--- config.mk ---
export PLATFORM = sky130hd
export DESIGN_NAME = osd_write_arbiter
export DESIGN_NICKNAME = d
export VERILOG_FILES = /design/src/rtl/osd_pkg.sv /design/src/rtl/osd_wr_fifo.sv /design/src/rtl/osd_write_arbiter.sv
export SDC_FILE = /design/constraint.sdc
export NUM_CORES = 1
export LEC_CHECK = 0
export CAP_MARGIN = 20
export CORE_ASPECT_RATIO = 1.25
export CORE_UTILIZATION = 57
export DETAILED_ROUTE_END_ITERATION = 6
export PLACE_DENSITY = 0.87
export RECOVER_POWER = 25
export SYNTH_ARGS = -nofsm -noshare
export SYNTH_HDL_FRONTEND = slang
export SYNTH_SLANG_ARGS = --single-unit
export TNS_END_PERCENT = 20
--- constraint.sdc ---
create_clock -name vclk -period 3.94 [get_ports vclk]
set_clock_uncertainty 0.15 [all_clocks]
set_input_delay 0.788 -clock vclk [delete_from_list [all_inputs] [get_ports vclk]]
set_output_delay 0.788 -clock vclk [all_outputs]
set_load 0.03 [all_outputs]
--- src/rtl/osd_pkg.sv ---
// Shared types for the OSD character-array write path: queued entry,
// arbiter state and grant encoding.
package osd_pkg;

  localparam int unsigned ADDR_W = 8;
  localparam int unsigned DATA_W = 32;
  localparam int unsigned BE_W   = 4;

  typedef struct packed {
    logic [ADDR_W-1:0] addr;
    logic [DATA_W-1:0] data;
    logic [BE_W-1:0]   be;
  } osd_entry_t;

  typedef enum logic [1:0] {
    IDLE  = 2'd0,
    WAIT  = 2'd1,
    DRAIN = 2'd2
  } osd_state_e;

  typedef enum logic {
    GNT_MENU   = 1'b0,
    GNT_STATUS = 1'b1
  } osd_grant_e;

endpackage

--- src/rtl/osd_wr_fifo.sv ---
// Per-requester write FIFO; ready is registered from the next count so a
// same-cycle pop never raises it early, and it is held low in reset.
module osd_wr_fifo
  import osd_pkg::*;
#(
  parameter int unsigned FIFO_DEPTH = 4
) (
  input  logic       vclk,
  input  logic       rst_i,
  input  logic       push,
  input  osd_entry_t din,
  input  logic       pop,
  output osd_entry_t dout_c,
  output logic       ready,
  output logic       empty_c,
  output logic       empty_nxt_c
);

  localparam int unsigned PTR_W = $clog2(FIFO_DEPTH);
  localparam int unsigned CNT_W = PTR_W + 1;

  osd_entry_t       mem [FIFO_DEPTH];
  logic [PTR_W-1:0] wr_ptr;
  logic [PTR_W-1:0] rd_ptr;
  logic [CNT_W-1:0] count_q;
  logic [CNT_W-1:0] count_nxt;

  always_comb begin
    count_nxt = count_q + CNT_W'(push) - CNT_W'(pop);
  end

  assign dout_c      = mem[rd_ptr];
  assign empty_c     = (count_q == '0);
  assign empty_nxt_c = (count_nxt == '0);

  // Pointers wrap naturally because the depth is a power of two.
  always_ff @(posedge vclk or posedge rst_i) begin
    if (rst_i) begin
      wr_ptr  <= '0;
      rd_ptr  <= '0;
      count_q <= '0;
      ready   <= 1'b0;
    end else begin
      count_q <= count_nxt;
      ready   <= (count_nxt != CNT_W'(FIFO_DEPTH));
      if (push) wr_ptr <= wr_ptr + PTR_W'(1);
      if (pop)  rd_ptr <= rd_ptr + PTR_W'(1);
    end
  end

  always_ff @(posedge vclk) begin
    if (push) mem[wr_ptr] <= din;
  end

endmodule

--- src/rtl/osd_write_arbiter.sv ---
// Merges menu and status char-array writes into one registered write port,
// committing only during vertical blanking while not locked.
module osd_write_arbiter
  import osd_pkg::*;
#(
  parameter int unsigned FIFO_DEPTH = 4,
  parameter logic [7:0]  MAX_ADDR   = 8'hEF
) (
  input  logic        vclk,
  input  logic        rst_i,
  input  logic        m_valid,
  output logic        m_ready,
  input  logic [7:0]  m_addr,
  input  logic [31:0] m_data,
  input  logic [3:0]  m_be,
  input  logic        s_valid,
  output logic        s_ready,
  input  logic [7:0]  s_addr,
  input  logic [31:0] s_data,
  input  logic [3:0]  s_be,
  input  logic        vblank,
  input  logic        lock_i,
  output logic        wr_en,
  output logic [7:0]  wr_addr,
  output logic [31:0] wr_data,
  output logic [3:0]  wr_be,
  output logic        busy,
  output logic        drop_flag,
  input  logic        drop_clr
);

  osd_state_e state_q;
  osd_state_e state_nxt;
  osd_grant_e last_grant;

  osd_entry_t m_din, s_din, m_dout, s_dout, gnt_entry_c;
  logic m_push, s_push, m_drop, s_drop, m_store, s_store;
  logic m_pop, s_pop, pop_c, gnt_m_c;
  logic m_empty, s_empty, m_empty_nxt, s_empty_nxt;

  // Out-of-range writes are accepted but never reach a FIFO.
  assign m_push  = m_valid & m_ready;
  assign s_push  = s_valid & s_ready;
  assign m_drop  = m_push & (m_addr > MAX_ADDR);
  assign s_drop  = s_push & (s_addr > MAX_ADDR);
  assign m_store = m_push & ~m_drop;
  assign s_store = s_push & ~s_drop;

  assign m_din = '{addr: m_addr, data: m_data, be: m_be};
  assign s_din = '{addr: s_addr, data: s_data, be: s_be};

  assign m_pop = pop_c & gnt_m_c;
  assign s_pop = pop_c & ~gnt_m_c;

  osd_wr_fifo #(.FIFO_DEPTH(FIFO_DEPTH)) u_menu_fifo (
    .vclk        (vclk),
    .rst_i       (rst_i),
    .push        (m_store),
    .din         (m_din),
    .pop         (m_pop),
    .dout_c      (m_dout),
    .ready       (m_ready),
    .empty_c     (m_empty),
    .empty_nxt_c (m_empty_nxt)
  );

  osd_wr_fifo #(.FIFO_DEPTH(FIFO_DEPTH)) u_status_fifo (
    .vclk        (vclk),
    .rst_i       (rst_i),
    .push        (s_store),
    .din         (s_din),
    .pop         (s_pop),
    .dout_c      (s_dout),
    .ready       (s_ready),
    .empty_c     (s_empty),
    .empty_nxt_c (s_empty_nxt)
  );

  always_ff @(posedge vclk or posedge rst_i) begin
    if (rst_i) state_q <= IDLE;
    else       state_q <= state_nxt;
  end

  // State tracks the occupancy the FIFOs will have next cycle.
  always_comb begin
    state_nxt = IDLE;
    if (!m_empty_nxt || !s_empty_nxt) begin
      state_nxt = (vblank && !lock_i) ? DRAIN : WAIT;
    end
  end

  // Live vblank/lock gating stops pops on the cycle the window closes.
  always_comb begin
    pop_c       = 1'b0;
    gnt_m_c     = 1'b0;
    gnt_entry_c = s_dout;
    if (state_q == DRAIN && vblank && !lock_i) begin
      pop_c   = 1'b1;
      gnt_m_c = !m_empty && (s_empty || last_grant == GNT_STATUS);
    end
    if (gnt_m_c) gnt_entry_c = m_dout;
  end

  always_ff @(posedge vclk or posedge rst_i) begin
    if (rst_i) begin
      wr_en      <= 1'b0;
      wr_addr    <= '0;
      wr_data    <= '0;
      wr_be      <= '0;
      last_grant <= GNT_STATUS;
    end else begin
      wr_en <= pop_c;
      if (pop_c) begin
        wr_addr    <= gnt_entry_c.addr;
        wr_data    <= gnt_entry_c.data;
        wr_be      <= gnt_entry_c.be;
        last_grant <= gnt_m_c ? GNT_MENU : GNT_STATUS;
      end
    end
  end

  // A new drop takes priority over a clear in the same cycle.
  always_ff @(posedge vclk or posedge rst_i) begin
    if (rst_i)                drop_flag <= 1'b0;
    else if (m_drop | s_drop) drop_flag <= 1'b1;
    else if (drop_clr)        drop_flag <= 1'b0;
  end

  assign busy = !m_empty || !s_empty || wr_en;

endmodule
==> results of run 1 <==
## per-layer routing
metal,wire [um],up-vias,part of all wire (%)
met4,1350,2,3.9
met3,1910,84,5.5
met5,12,-,0.035
met1,12600,4062,36
met2,18800,321,54
li1,-,3350,-
## kinds of logic after synthesis
kind of cell / after synthesis / share of synthesized area (%)
flops: 417 / 76.9
fa+ha+maj: 14 / 1.20
compound gates: 50 / 1.63
buf+inv: 51 / 2.14
xor+xnor: 10 / 0.552
simple gates: 79 / 2.28
mux: 132 / 15.3
## Yosys cell counts, drive strengths merged
master / instances
a21oi: 45
and2: 9
and4bb: 1
buf: 19
clkbuf: 18
dfrtp: 64
dfstp: 1
edfxtp: 352
fa: 2
ha: 12
inv: 14
mux2i: 44
mux4: 88
nand2: 8
nand3: 1
nand4: 2
nor2: 49
nor2b: 5
nor3: 2
o211a: 1
o21ai: 4
or3: 1
or3b: 1
xnor2: 8
xor2: 2
## stage by stage
stage | hold slack [ns] | power [uW] | instances | utilization [%] | instance area [um2]
5_1_grt | 0.401 | 14700 | 1301 | 70.2 | 19000
3_3_place_gp | 0.332 | 10200 | 1227 | 65.2 | 17700
6_report | 0.377 | 14200 | 1301 | 70.2 | 19000
3_5_place_dp | 0.368 | 10300 | 1227 | 65.2 | 17700
2_1_floorplan | 0.337 | 9050 | 753 | - | 15900
4_1_cts | 0.383 | 14300 | 1298 | 70.2 | 19000
## worst max path at each step
| stage | end | slack, ns | cells after the start |
|---|---|---|---|
| floorplan | state_q[1] | 0.97 | 11 |
| global placement | state_q[1] | 0.43 | 12 |
| detailed placement | state_q[1] | 0.36 | 12 |
| CTS | busy | 0.47 | 3 |
| global route | busy | 0.43 | 3 |
| finish | busy | 0.47 | 3 |
## area by class of cell
| type | count | area [um2] | share of cell area, % |
|---|---|---|---|
| antenna | 3 | 7.51 | 0.0395 |
| clock buffer | 48 | 1070 | 5.64 |
| clock inverter | 23 | 265 | 1.40 |
| inverter | 14 | 53.8 | 0.283 |
| multi-input combinational | 285 | 3340 | 17.6 |
| sequential | 417 | 12200 | 64.2 |
| tap | 345 | 432 | 2.27 |
| timing repair buffer | 166 | 1630 | 8.57 |
## worst max-delay path: stages, from the launching register on
cell and delay [ns]:
dfrtp_1 0.39, nor3_1 0.50, or3b_2 0.51, clkdlybuf4s50_1 0.61
## sequential cells by signal, indices dropped and copies added (netlist names)
name / cells
u_menu_fifo.mem: 176
u_status_fifo.mem: 176
wr_data: 32
wr_addr: 8
wr_be: 4
u_menu_fifo.count_q: 3
u_status_fifo.count_q: 3
state_q: 2
u_menu_fifo.rd_ptr: 2
u_menu_fifo.wr_ptr: 2
u_status_fifo.rd_ptr: 2
u_status_fifo.wr_ptr: 2
drop_flag: 1
last_grant: 1
u_menu_fifo.ready: 1
u_status_fifo.ready: 1
wr_en: 1
## power groups by stage
| stage | Sequential, uW | Combinational (uW) | Clock [uW] |
|---|---|---|---|
| final | 6490 | 3780 | 3900 |
| after global routing | 6590 | 4030 | 4120 |
| after CTS | 6510 | 3830 | 3950 |
| after detailed placement | 6560 | 3770 | 0 |
| after global placement | 6480 | 3670 | 0 |
| after floorplan | 6620 | 2430 | 0 |
==> summary.md, run 1 <==
| Metric | Value |
|---|---|
| Status | `completed` |
| Met1 GRT Util | `around a third` |
| Commonest cells after routing, fill and taps aside | `352 x edfxtp_1, 92 x clkdlybuf4s50_1, 88 x mux4_2` |
| Yosys warning count | `0` |
| Starting DRT DRC Count | `between 500 and 600` |
| Num CTS Buffers | `39` |
| Die Width | `approximately 150 um` |
| Crit start category | `flop` |
| Residual DRC count | `0` |
| Met2 GRT Util | `45.3%` |
| Mapped Area | `between 0.015 and 0.02 mm2` |
| Seq/Total Area, Yosys | `between 70 and 80%` |
| Dpl ws | `0.360 ns` |
| CORE AREA | `0.0271 mm2` |
| CTS sink cnt | `roughly 420` |
| Number of max-cap violations | `0` |
| Placement row count | `67` |
| Clock tree buffer depth | `3` |
| Post-synth top area share | `roughly 67%` |
| Vias in the first global route | `8630` |
| Most common cell after layout, fill and taps aside | `edfxtp_1` |
| # setup viols final | `0` |
| Hold Path Cell Cnt | `2` |
| Sequential Power Share | `between 40% and 50%` |
| Net count after synthesis | `862` |
| Root Driver | `clkbuf_16` |
| RSZ-0062 raised after global routing | `no` |
| Reg-to-Reg End | `state_q[1]` |
| Pint | `~10000 uW` |
| Initial antenna violation count | `5` |
| Leakage Power | `between 0.006 and 0.007 uW` |
| Clock transition at the registers of the reported paths | `roughly 0.070 ns` |
| Grt peak-use layer | `met2` |
| Fin. max-slew vios | `0` |
| Min-delay src | `wr_be[2]` |
| Worst setup margin | `0.471 ns` |
| Wirelength, routed | `~35 mm` |
| Fraction of layout cells with a size suffix above 1 | `19.7%` |
| Port bufs | `143` |
| Worst skew pair latency | `0.53 ns` |
| Power per cell area | `roughly 740 mW/mm2` |
| Clock power share | `between 20 and 30%` |
| Via count | `slightly below 8000` |
| Die Y | `~190 um` |
| Total GRT Usage | `~26%` |
| Crit end category | `primary output` |
| Switching share of power | `about 30%` |
| Period Utilization, post-route | `roughly nine tenths` |
| Worst R2R Path Depth | `11` |
| Hold Buf Count CTS | `0` |
| First-pass GRT wire length | `around 52 mm` |
| RD Place Congestion | `~0.76` |
| DR WL/cell | `between 20 and 30 um` |
| Yosys reg bits | `approximately 420` |
| CP max FO | `3` |
| Largest net degree at the start of global routing | `54` |
| Final Critical Period | `3.47 ns` |
| Top Ports | `~140` |
| Area leader, netlist | `edfxtp_1` |
| Full die area | `0.0285 mm2` |
| Nets | `between 1000 and 1500` |
| Worst VDD drop | `0.455 mV` |
| Worst Hold Class | `flop to flop` |
| Total negative slack | `0 ns` |
| Switching power | `around 4200 uW` |
| Initial Util | `between 50% and 60%` |
| CTS tree | `done` |
| Vias per cell | `6.01` |
| Post_cts resized | `0` |
| Maximum clock frequency | `between 200 and 300 MHz` |
| CP required | `~3 ns` |
| Final ANT Viol Nets | `0` |
| Count of different cell masters after synthesis | `29` |
| Worst-Margin Slew | `1.32 ns` |
| Synth Instances | `roughly 750` |
| Worst R2R Setup Slack | `between 0.9 and 1 ns` |
| Avg Inst Size Synth | `~21 um2` |
| Logic pwr share | `26.7%` |
| Crit path arrival time | `about 2.5 ns` |
| Setup CP Type | `flop to primary output` |
| Crit path from | `u_status_fifo.count_q[1]` |
| Filler cells | `about 1600` |
| Hold Vio Cnt, Final | `0` |
| Post-DP HPWL | `around 20 mm` |
| Setup bufs post-CTS | `0` |
| Hold path endpoint | `wr_be[2]` |
| H-Tree Depth | `2` |
| Max-slew headroom | `11.6%` |
| Area growth syn-to-layout | `19.9%` |
| DRT Pass-1 Iters | `4` |
| Synth area leaders | `edfxtp_1 67%, mux4_2 12%, dfrtp_1 10%` |
| Reg-to-Reg Start | `u_status_fifo.count_q[1]` |
| Grt total ovfl | `0` |
| Global Route met3 Usage | `under 10%` |
Power figures use the tool's default switching activity.
==> run 2, diff against run 1 <==
--- a/config.mk
+++ b/config.mk
@@ -13,5 +13,6 @@
 export RECOVER_POWER = 25
 export SYNTH_ARGS = -nofsm -noshare
 export SYNTH_HDL_FRONTEND = slang
+export SYNTH_HIERARCHICAL = 1
 export SYNTH_SLANG_ARGS = --single-unit
 export TNS_END_PERCENT = 20
==> run 2 against run 1 <==
Effect of this change: clock power down 5%; register-to-register slack worse by 0.18 ns; design area barely moved; worst setup slack better by 0.28 ns; die area is 0.52% higher; hold slack improved by 0.0068 ns; first-iteration DRC count increased by 22%; routed wire length shrank 4.1%; sequential share of layout area about the same; count of clock-buffer cells in the layout up 5; combinational power up 7.1%.
==> summary.md, run 2 <==
| Metric | Value |
|---|---|
| Number of max-cap violations | `0 (unchanged)` |
| Switching share of power | `31.0% (+1.0 points)` |
| Vias per cell | `5.95 (-0.92%)` |
| Placement row count | `68 (+1.5%)` |
| Yosys reg bits | `417 (unchanged)` |
| Count leader, synth | `edfxtp_1` |
| Worst skew pair latency | `0.52 ns (about the same)` |
| Yosys warning count | `6 (+6)` |
| Leakage Power | `0.00649 uW (-1.0%)` |
| Post-DP HPWL | `20.4 mm (+2.0%)` |
| Post-synth top area share | `66.3% (-0.35 points)` |
| Sequential Power Share | `44.8% (-1.0 points)` |
| First-pass GRT wire length | `49.3 mm (-5.6%)` |
| Fraction of layout cells with a size suffix above 1 | `16.4% (-3.3 points)` |
| Number of synthesized flops with an enable pin | `352 (unchanged)` |
| Switching power | `4360 uW (+2.7%)` |
| Port bufs | `143 (unchanged)` |
| Wirelength, routed | `33.3 mm (-4.1%)` |
| Initial antenna violation count | `3 (-2)` |
| Setup CP Type | `flop to flop` |
| Top Ports | `144 (unchanged)` |
| Most common cell after layout, fill and taps aside | `edfxtp_1` |
| CP required | `4.17 ns (+1.17 ns)` |
| Worst VDD drop | `0.726 mV (+59%)` |
| DRT Pass-1 Iters | `5 (+1)` |
| Multi-input logic area | `0.00334 mm2 (about the same)` |
| DR WL/cell | `24.8 um (-7.0%)` |
| Die Y | `189 um (+0.26%)` |
| Hold Vio Cnt, Final | `0 (unchanged)` |
| Area growth syn-to-layout | `19.2%` |
| Net count after synthesis | `908 (+5.3%)` |
| Met1 GRT Util | `29.5% (-1.9 points)` |
| CTS sink cnt | `417 (unchanged)` |
| Avg Inst Size Synth | `20.0 um2 (-5.3%)` |
| RSZ-0062 raised after global routing | `no` |
| Worst path bufs/invs | `1 (unchanged)` |
| Most common library cells after synthesis | `352 x edfxtp_1, 96 x nand2_1, 76 x mux4_2` |
| CP max FO | `3 (unchanged)` |
| Commonest cells after routing, fill and taps aside | `352 x edfxtp_1, 96 x nand2_1, 92 x clkdlybuf4s50_1` |
| Clock power share | `26.4% (-1.1 points)` |
| Register area | `0.0122 mm2 (about the same)` |
| Clock transition at the registers of the reported paths | `0.06 ns (about the same)` |
| Largest net degree at the start of global routing | `89 (+65%)` |
| Die Width | `152 um (+0.26%)` |
| Period Utilization, post-route | `80.9% (-7.2 points)` |
| CORE AREA | `0.0276 mm2 (+1.8%)` |
| Residual DRC count | `0 (unchanged)` |
| Full die area | `0.0286 mm2 (+0.52%)` |
| CTS tree | `done` |
| Pint | `9700 uW (-2.1%)` |
| Crit end category | `flop` |
| Logic pwr share | `28.8% (+2.1 points)` |
| Grt peak-use layer | `met2` |
| Max-slew headroom | `25.2% (+14 points)` |
| Starting DRT DRC Count | `663 (+22%)` |
| Biggest regs | `u_menu_fifo/mem x176, u_status_fifo/mem x176, wr_data x32` |
| Synth Instances | `799 (+6.1%)` |
| # setup viols final | `0 (unchanged)` |
| Hold Buf Count CTS | `0 (unchanged)` |
| Initial Util | `57.8% (-0.74 points)` |
| Critical-path cell list | `nor3_1, o21bai_4, and2_1, ha_1, inv_1, ha_1, fa_1, xnor3_1, nor3_1, a21boi_0` |
| Ys async rst share | `15.6% (unchanged)` |
| Num CTS Buffers | `39 (unchanged)` |
| Count of different cell masters after synthesis | `30 (+3.4%)` |
| Status | `completed` |
| Met2 GRT Util | `42.8% (-2.5 points)` |
| Mapped Area | `0.0159 mm2 (+0.52%)` |
| Setup bufs post-CTS | `0 (unchanged)` |
| H-Tree Depth | `2 (unchanged)` |
| Total GRT Usage | `24.3% (-1.5 points)` |
| Clock tree buffer depth | `3 (unchanged)` |
| Grt total ovfl | `0 (unchanged)` |
| Post_cts resized | `0 (unchanged)` |
| Slowest cell on crit path | `nor3_1` |
| Nets | `1071 (+3.8%)` |
| Vias in the first global route | `8337 (-3.4%)` |
| CP peak stage delay | `0.51 ns (-0.10 ns)` |
| Crit path arrival time | `3.42 ns (+0.89 ns)` |
| Via count | `7991 (+2.2%)` |
| Global Route met3 Usage | `5.57% (+1.5 points)` |
| Final core occ | `68.9% (-1.3 points)` |
| Worst-Margin Slew | `1.12 ns (-0.197 ns)` |
| RD Place Congestion | `0.805 (+6.6%)` |
| Fin Hold WS | `0.384 ns (+0.00683 ns)` |
| Synth area leaders | `edfxtp_1 66%, mux4_2 11%, dfrtp_1 10%` |
| Power per cell area | `740 mW/mm2 (-0.65%)` |
| Fin. max-slew vios | `0 (unchanged)` |
| Maximum clock frequency | `314 MHz (+8.8%)` |
| Crit start category | `flop` |
| Worst Hold Class | `flop to flop` |
| Main synth FF type | `edfxtp_1` |
| Final Critical Period | `3.19 ns (-0.282 ns)` |
| Filler cells | `1683 (+5.3%)` |
| Top delay family on crit path | `simple AND/OR/NAND/NOR gates` |
| Root Driver | `clkbuf_16` |
| Total negative slack | `0 ns (unchanged)` |
| Final ANT Viol Nets | `0 (unchanged)` |
| Seq/Total Area, Yosys | `76.5% (-0.40 points)` |
| Area leader, netlist | `edfxtp_1` |
==> run 2: layout make-up <==
type / instances / area share, %
diodes: 1 / 0.0132
clock buffers: 53 / 5.69
clock inverters: 17 / 0.981
inverters: 16 / 0.316
multi-input cells: 327 / 17.6
flip-flops and latches: 417 / 64.2
well taps: 350 / 2.30
repair buffers: 161 / 8.90
==> run 2: worst min-delay path: stages, from the launching register on <==
cell and delay (ns):
dfstp_2 0.39, nor2_1 0.10, nor2_1 0.05
==> run 2: final timing paths <==
path / start / endpoint / slack [ns] / cells after the start
max: u_status_fifo/count_q[1] / state_q[1] / 0.75 / 10
min: last_grant / last_grant / 0.38 / 2
max reg2reg: u_status_fifo/count_q[1] / state_q[1] / 0.75 / 10
min reg2reg: last_grant / last_grant / 0.38 / 2
max in group asynchronous: rst_i / wr_data[15] / 2.47 / 3
min in group asynchronous: rst_i / u_menu_fifo/rd_ptr[0] / 0.60 / 2
==> run 2: through the flow <==
step | setup slack (ns) | instance area [um2] | power [uW] | std cells
final | 0.753 | 19000 | 14100 | 1342
after floorplan | 0.721 | 15900 | 8950 | 799
after global placement | 0.398 | 17700 | 10200 | 1270
after detailed placement | 0.265 | 17700 | 10400 | 1270
after global routing | 0.549 | 19000 | 14700 | 1342
after CTS | 0.782 | 19000 | 14200 | 1340
==> run 2: power by group through the flow <==
stage,Clock (uW),Combinational (uW),Sequential (uW)
6_report,3710,4050,6300
5_1_grt,3940,4350,6380
3_3_place_gp,0,3950,6290
4_1_cts,3760,4110,6300
3_5_place_dp,0,4050,6360
2_1_floorplan,0,2330,6620
==> run 2: cell families after synthesis <==
kind of cell / count (synthesis) / share of synthesized area (%)
flip-flops: 417 / 76.5
AND/OR/NAND/NOR: 165 / 4.23
multiplexers: 88 / 12.7
buffers and inverters: 55 / 2.59
AO/OA/AOI/OAI: 52 / 2.13
adder cells (fa/ha/maj): 14 / 1.19
XOR/XNOR: 8 / 0.612
==> run 2: per-layer routing <==
| layer | wire, um | share of wire (%) |
|---|---|---|
| met1 | 11600 | 35 |
| met2 | 17900 | 54 |
| met3 | 2760 | 8.3 |
| met4 | 1040 | 3.1 |
| met5 | 8 | 0.024 |
==> run 3, diff against run 2 <==
--- a/config.mk
+++ b/config.mk
@@ -7,9 +7,9 @@
 export LEC_CHECK = 0
 export CAP_MARGIN = 20
 export CORE_ASPECT_RATIO = 1.25
-export CORE_UTILIZATION = 57
+export CORE_UTILIZATION = 52
 export DETAILED_ROUTE_END_ITERATION = 6
-export PLACE_DENSITY = 0.87
+export PLACE_DENSITY = 0.84
 export RECOVER_POWER = 25
 export SYNTH_ARGS = -nofsm -noshare
 export SYNTH_HDL_FRONTEND = slang
==> constraint.sdc (replaced) <==
create_clock -name vclk -period 2.76 [get_ports vclk]
set_clock_uncertainty 0.15 [all_clocks]
set_input_delay 0.552 -clock vclk [delete_from_list [all_inputs] [get_ports vclk]]
set_output_delay 0.552 -clock vclk [all_outputs]
set_load 0.03 [all_outputs]
==> run 3 against run 2 <==
Effect of this change: critical path depth is the same; combinational power grew 50%; flip-flop and latch count stayed put; power increased by 45%; count of clock-buffer cells in the layout grew 3; non-clock buffer count grew 19; clock power rose by 44%; design area grew 2.0%; routed wire length shrank 0.59%; global-route usage is 2.2 points lower; sequential share of layout area decreased by 1.2 points; hold slack worse by 0.022 ns; highest routed layer is now met4.
==> summary.md, run 3 (synthesized netlist as in run 2, its figures left out) <==
| Metric | Value |
|---|---|
| Die Width | `159 um (+4.6%)` |
| Slowest cell on crit path | `dfrtp_1` |
| Commonest cells after routing, fill and taps aside | `352 x edfxtp_1, 96 x nand2_1, 87 x clkdlybuf4s50_1` |
| Maximum clock frequency | `373 MHz (+19%)` |
| Final Critical Period | `2.68 ns (-0.506 ns)` |
| Power per cell area | `1050 mW/mm2 (+42%)` |
| Final core occ | `64.3% (-4.6 points)` |
| Vias per cell | `5.55 (-6.7%)` |
| Vias in the first global route | `8467 (+1.6%)` |
| Worst Hold Class | `input port to asynchronous set/reset pin` |
| Die Y | `198 um (+4.6%)` |
| Number of max-cap violations | `0 (unchanged)` |
| CTS tree | `done` |
| Setup CP Type | `flop to flop` |
| Worst path bufs/invs | `1 (unchanged)` |
| Most common cell after layout, fill and taps aside | `edfxtp_1` |
| Starting DRT DRC Count | `587 (-11%)` |
| Top Ports | `144 (unchanged)` |
| First-pass GRT wire length | `49.9 mm (+1.3%)` |
| CP required | `3.00 ns (-1.17 ns)` |
| Residual DRC count | `0 (unchanged)` |
| Final ANT Viol Nets | `0 (unchanged)` |
| Worst-Margin Slew | `0.863 ns (-0.259 ns)` |
| Fin cells | `1414 (+5.4%)` |
| Root Driver | `clkbuf_16` |
| Fraction of layout cells with a size suffix above 1 | `19.4% (+2.9 points)` |
| Total GRT Usage | `22.1% (-2.2 points)` |
| H-Tree Depth | `2 (unchanged)` |
| Top delay family on crit path | `adder cells` |
| Port bufs | `143 (unchanged)` |
| # setup viols final | `0 (unchanged)` |
| Worst skew pair latency | `0.52 ns (about the same)` |
| Post-DP HPWL | `21.5 mm (+5.3%)` |
| Nets | `1091 (+1.9%)` |
| DRT Pass-1 Iters | `4 (-1)` |
| Worst VDD drop | `0.959 mV (+32%)` |
| CORE AREA | `0.0301 mm2 (+9.2%)` |
| Grt total ovfl | `0 (unchanged)` |
| Initial Util | `52.9% (-4.9 points)` |
| CP peak stage delay | `0.42 ns (-0.09 ns)` |
| Full die area | `0.0314 mm2 (+9.5%)` |
| Power, Total | `20300 uW (+45%)` |
| CP max FO | `3 (unchanged)` |
| Max-slew headroom | `42.5% (+17 points)` |
| Placement row count | `71 (+4.4%)` |
| Area growth syn-to-layout | `21.6%` |
| Via count | `7852 (-1.7%)` |
| Crit path arrival time | `2.93 ns (-0.49 ns)` |
| Clock tree buffer depth | `3 (unchanged)` |
| Register area | `0.0122 mm2 (unchanged)` |
| Leakage Power | `0.00663 uW (+2.2%)` |
| Fin. max-slew vios | `0 (unchanged)` |
| Crit start category | `flop` |
| Wirelength, routed | `33.1 mm (-0.59%)` |
| Initial antenna violation count | `2 (-1)` |
| CTS sink cnt | `417 (unchanged)` |
| Crit end category | `flop` |
| Period Utilization, post-route | `97.2% (+16 points)` |
| RD Place Congestion | `0.789 (-2.1%)` |
| Status | `completed` |
| DR WL/cell | `23.4 um (-5.6%)` |
| Biggest regs | `u_menu_fifo/mem x176, u_status_fifo/mem x176, wr_data x32` |
| Largest net degree at the start of global routing | `90 (+1.1%)` |
| Hold Vio Cnt, Final | `0 (unchanged)` |
| Clock transition at the registers of the reported paths | `0.06 ns (about the same)` |
| Multi-input logic area | `0.00339 mm2 (+1.4%)` |
| Filler cells | `1929 (+15%)` |
| Fin Hold WS | `0.362 ns (-0.0219 ns)` |
| Critical-path cell list | `nor3_4, o21ba_4, and2_1, ha_1, inv_1, ha_2, fa_2, xnor3_1, nor3_2, a21oi_1` |
| Num CTS Buffers | `40 (+2.6%)` |
| Placed cell count | `1339 (+5.4%)` |
[run 3: changes by cell type in the layout (fill, tap and decap cells not counted), moves of 2 or more]
cell	change
clkdlybuf4s50_1	-5
buf_4	+12
clkbuf_1	-2
clkinv_1	-2
clkbuf_8	+5
dlygate4sd3_1	+4
buf_12	+7
nor3_2	+2
nor3_1	-4
nor3_4	+2
[run 3: worst paths after layout]
path / from / end / slack, ns / depth (start not counted)
setup / recovery: u_menu_fifo/count_q[2] / state_q[0] / 0.08 / 10
hold / removal: rst_i / u_status_fifo/ready / 0.36 / 2
setup reg to reg: u_menu_fifo/count_q[2] / state_q[0] / 0.08 / 10
hold reg to reg: state_q[0] / wr_en / 0.40 / 1
max in group asynchronous: rst_i / wr_data[17] / 1.55 / 3
min in group vclk: state_q[0] / wr_en / 0.40 / 1
[run 3: power by group]
part	switching, uW	internal [uW]
clock network	2190	3170
registers	619	8290
logic	3470	2590
total	6280	14100
[run 3: metal layers]
metal | global-route usage, % | share of wire, %
met1 | 26.1 | 36
met2 | 39.0 | 53
met3 | 5.84 | 7.6
met4 | 7.41 | 3.2
met5 | 0 | 0
[run 3: final cells by class]
class                           instances  share of cell area, %
Timing Repair Buffer                  180                   9.91
Inverter                               16                  0.310
Tap cell                              401                   2.59
Clock buffer                           56                   5.90
Sequential cell                       417                   63.0
Clock inverter                         15                  0.807
Multi-Input combinational cell        327                   17.5
Antenna cell                            2                 0.0258
[run 3: stage by stage]
step	instance area, um2	setup TNS (ns)	setup slack, ns
finish	19400	0	0.0784
global placement	18000	-0.890	-0.263
CTS	19300	-0.000399	-0.000399
floorplan	16000	0	0.0135
global route	19400	-0.0502	-0.0254
detailed placement	18000	-1.45	-0.367
[run 3: repair_timing]
item                                    CTS  global route
endpoints found under the setup margin    3             2
hold buffers                              0             0
gates resized for setup                   2             5
buffers inserted                          0             2
pin swaps                                 0             3
gates cloned                              0             0
hold endpoints to repair                  0             0
[run 3: worst register-to-register path: stages, from the launching register on]
cell and delay (ns):
dfrtp_1 0.42, nor3_4 0.24, o21ba_4 0.20, and2_1 0.17, ha_1 0.28, inv_1 0.05, ha_2 0.18, fa_2 0.33
xnor3_1 0.23, nor3_2 0.23, a21oi_1 0.10
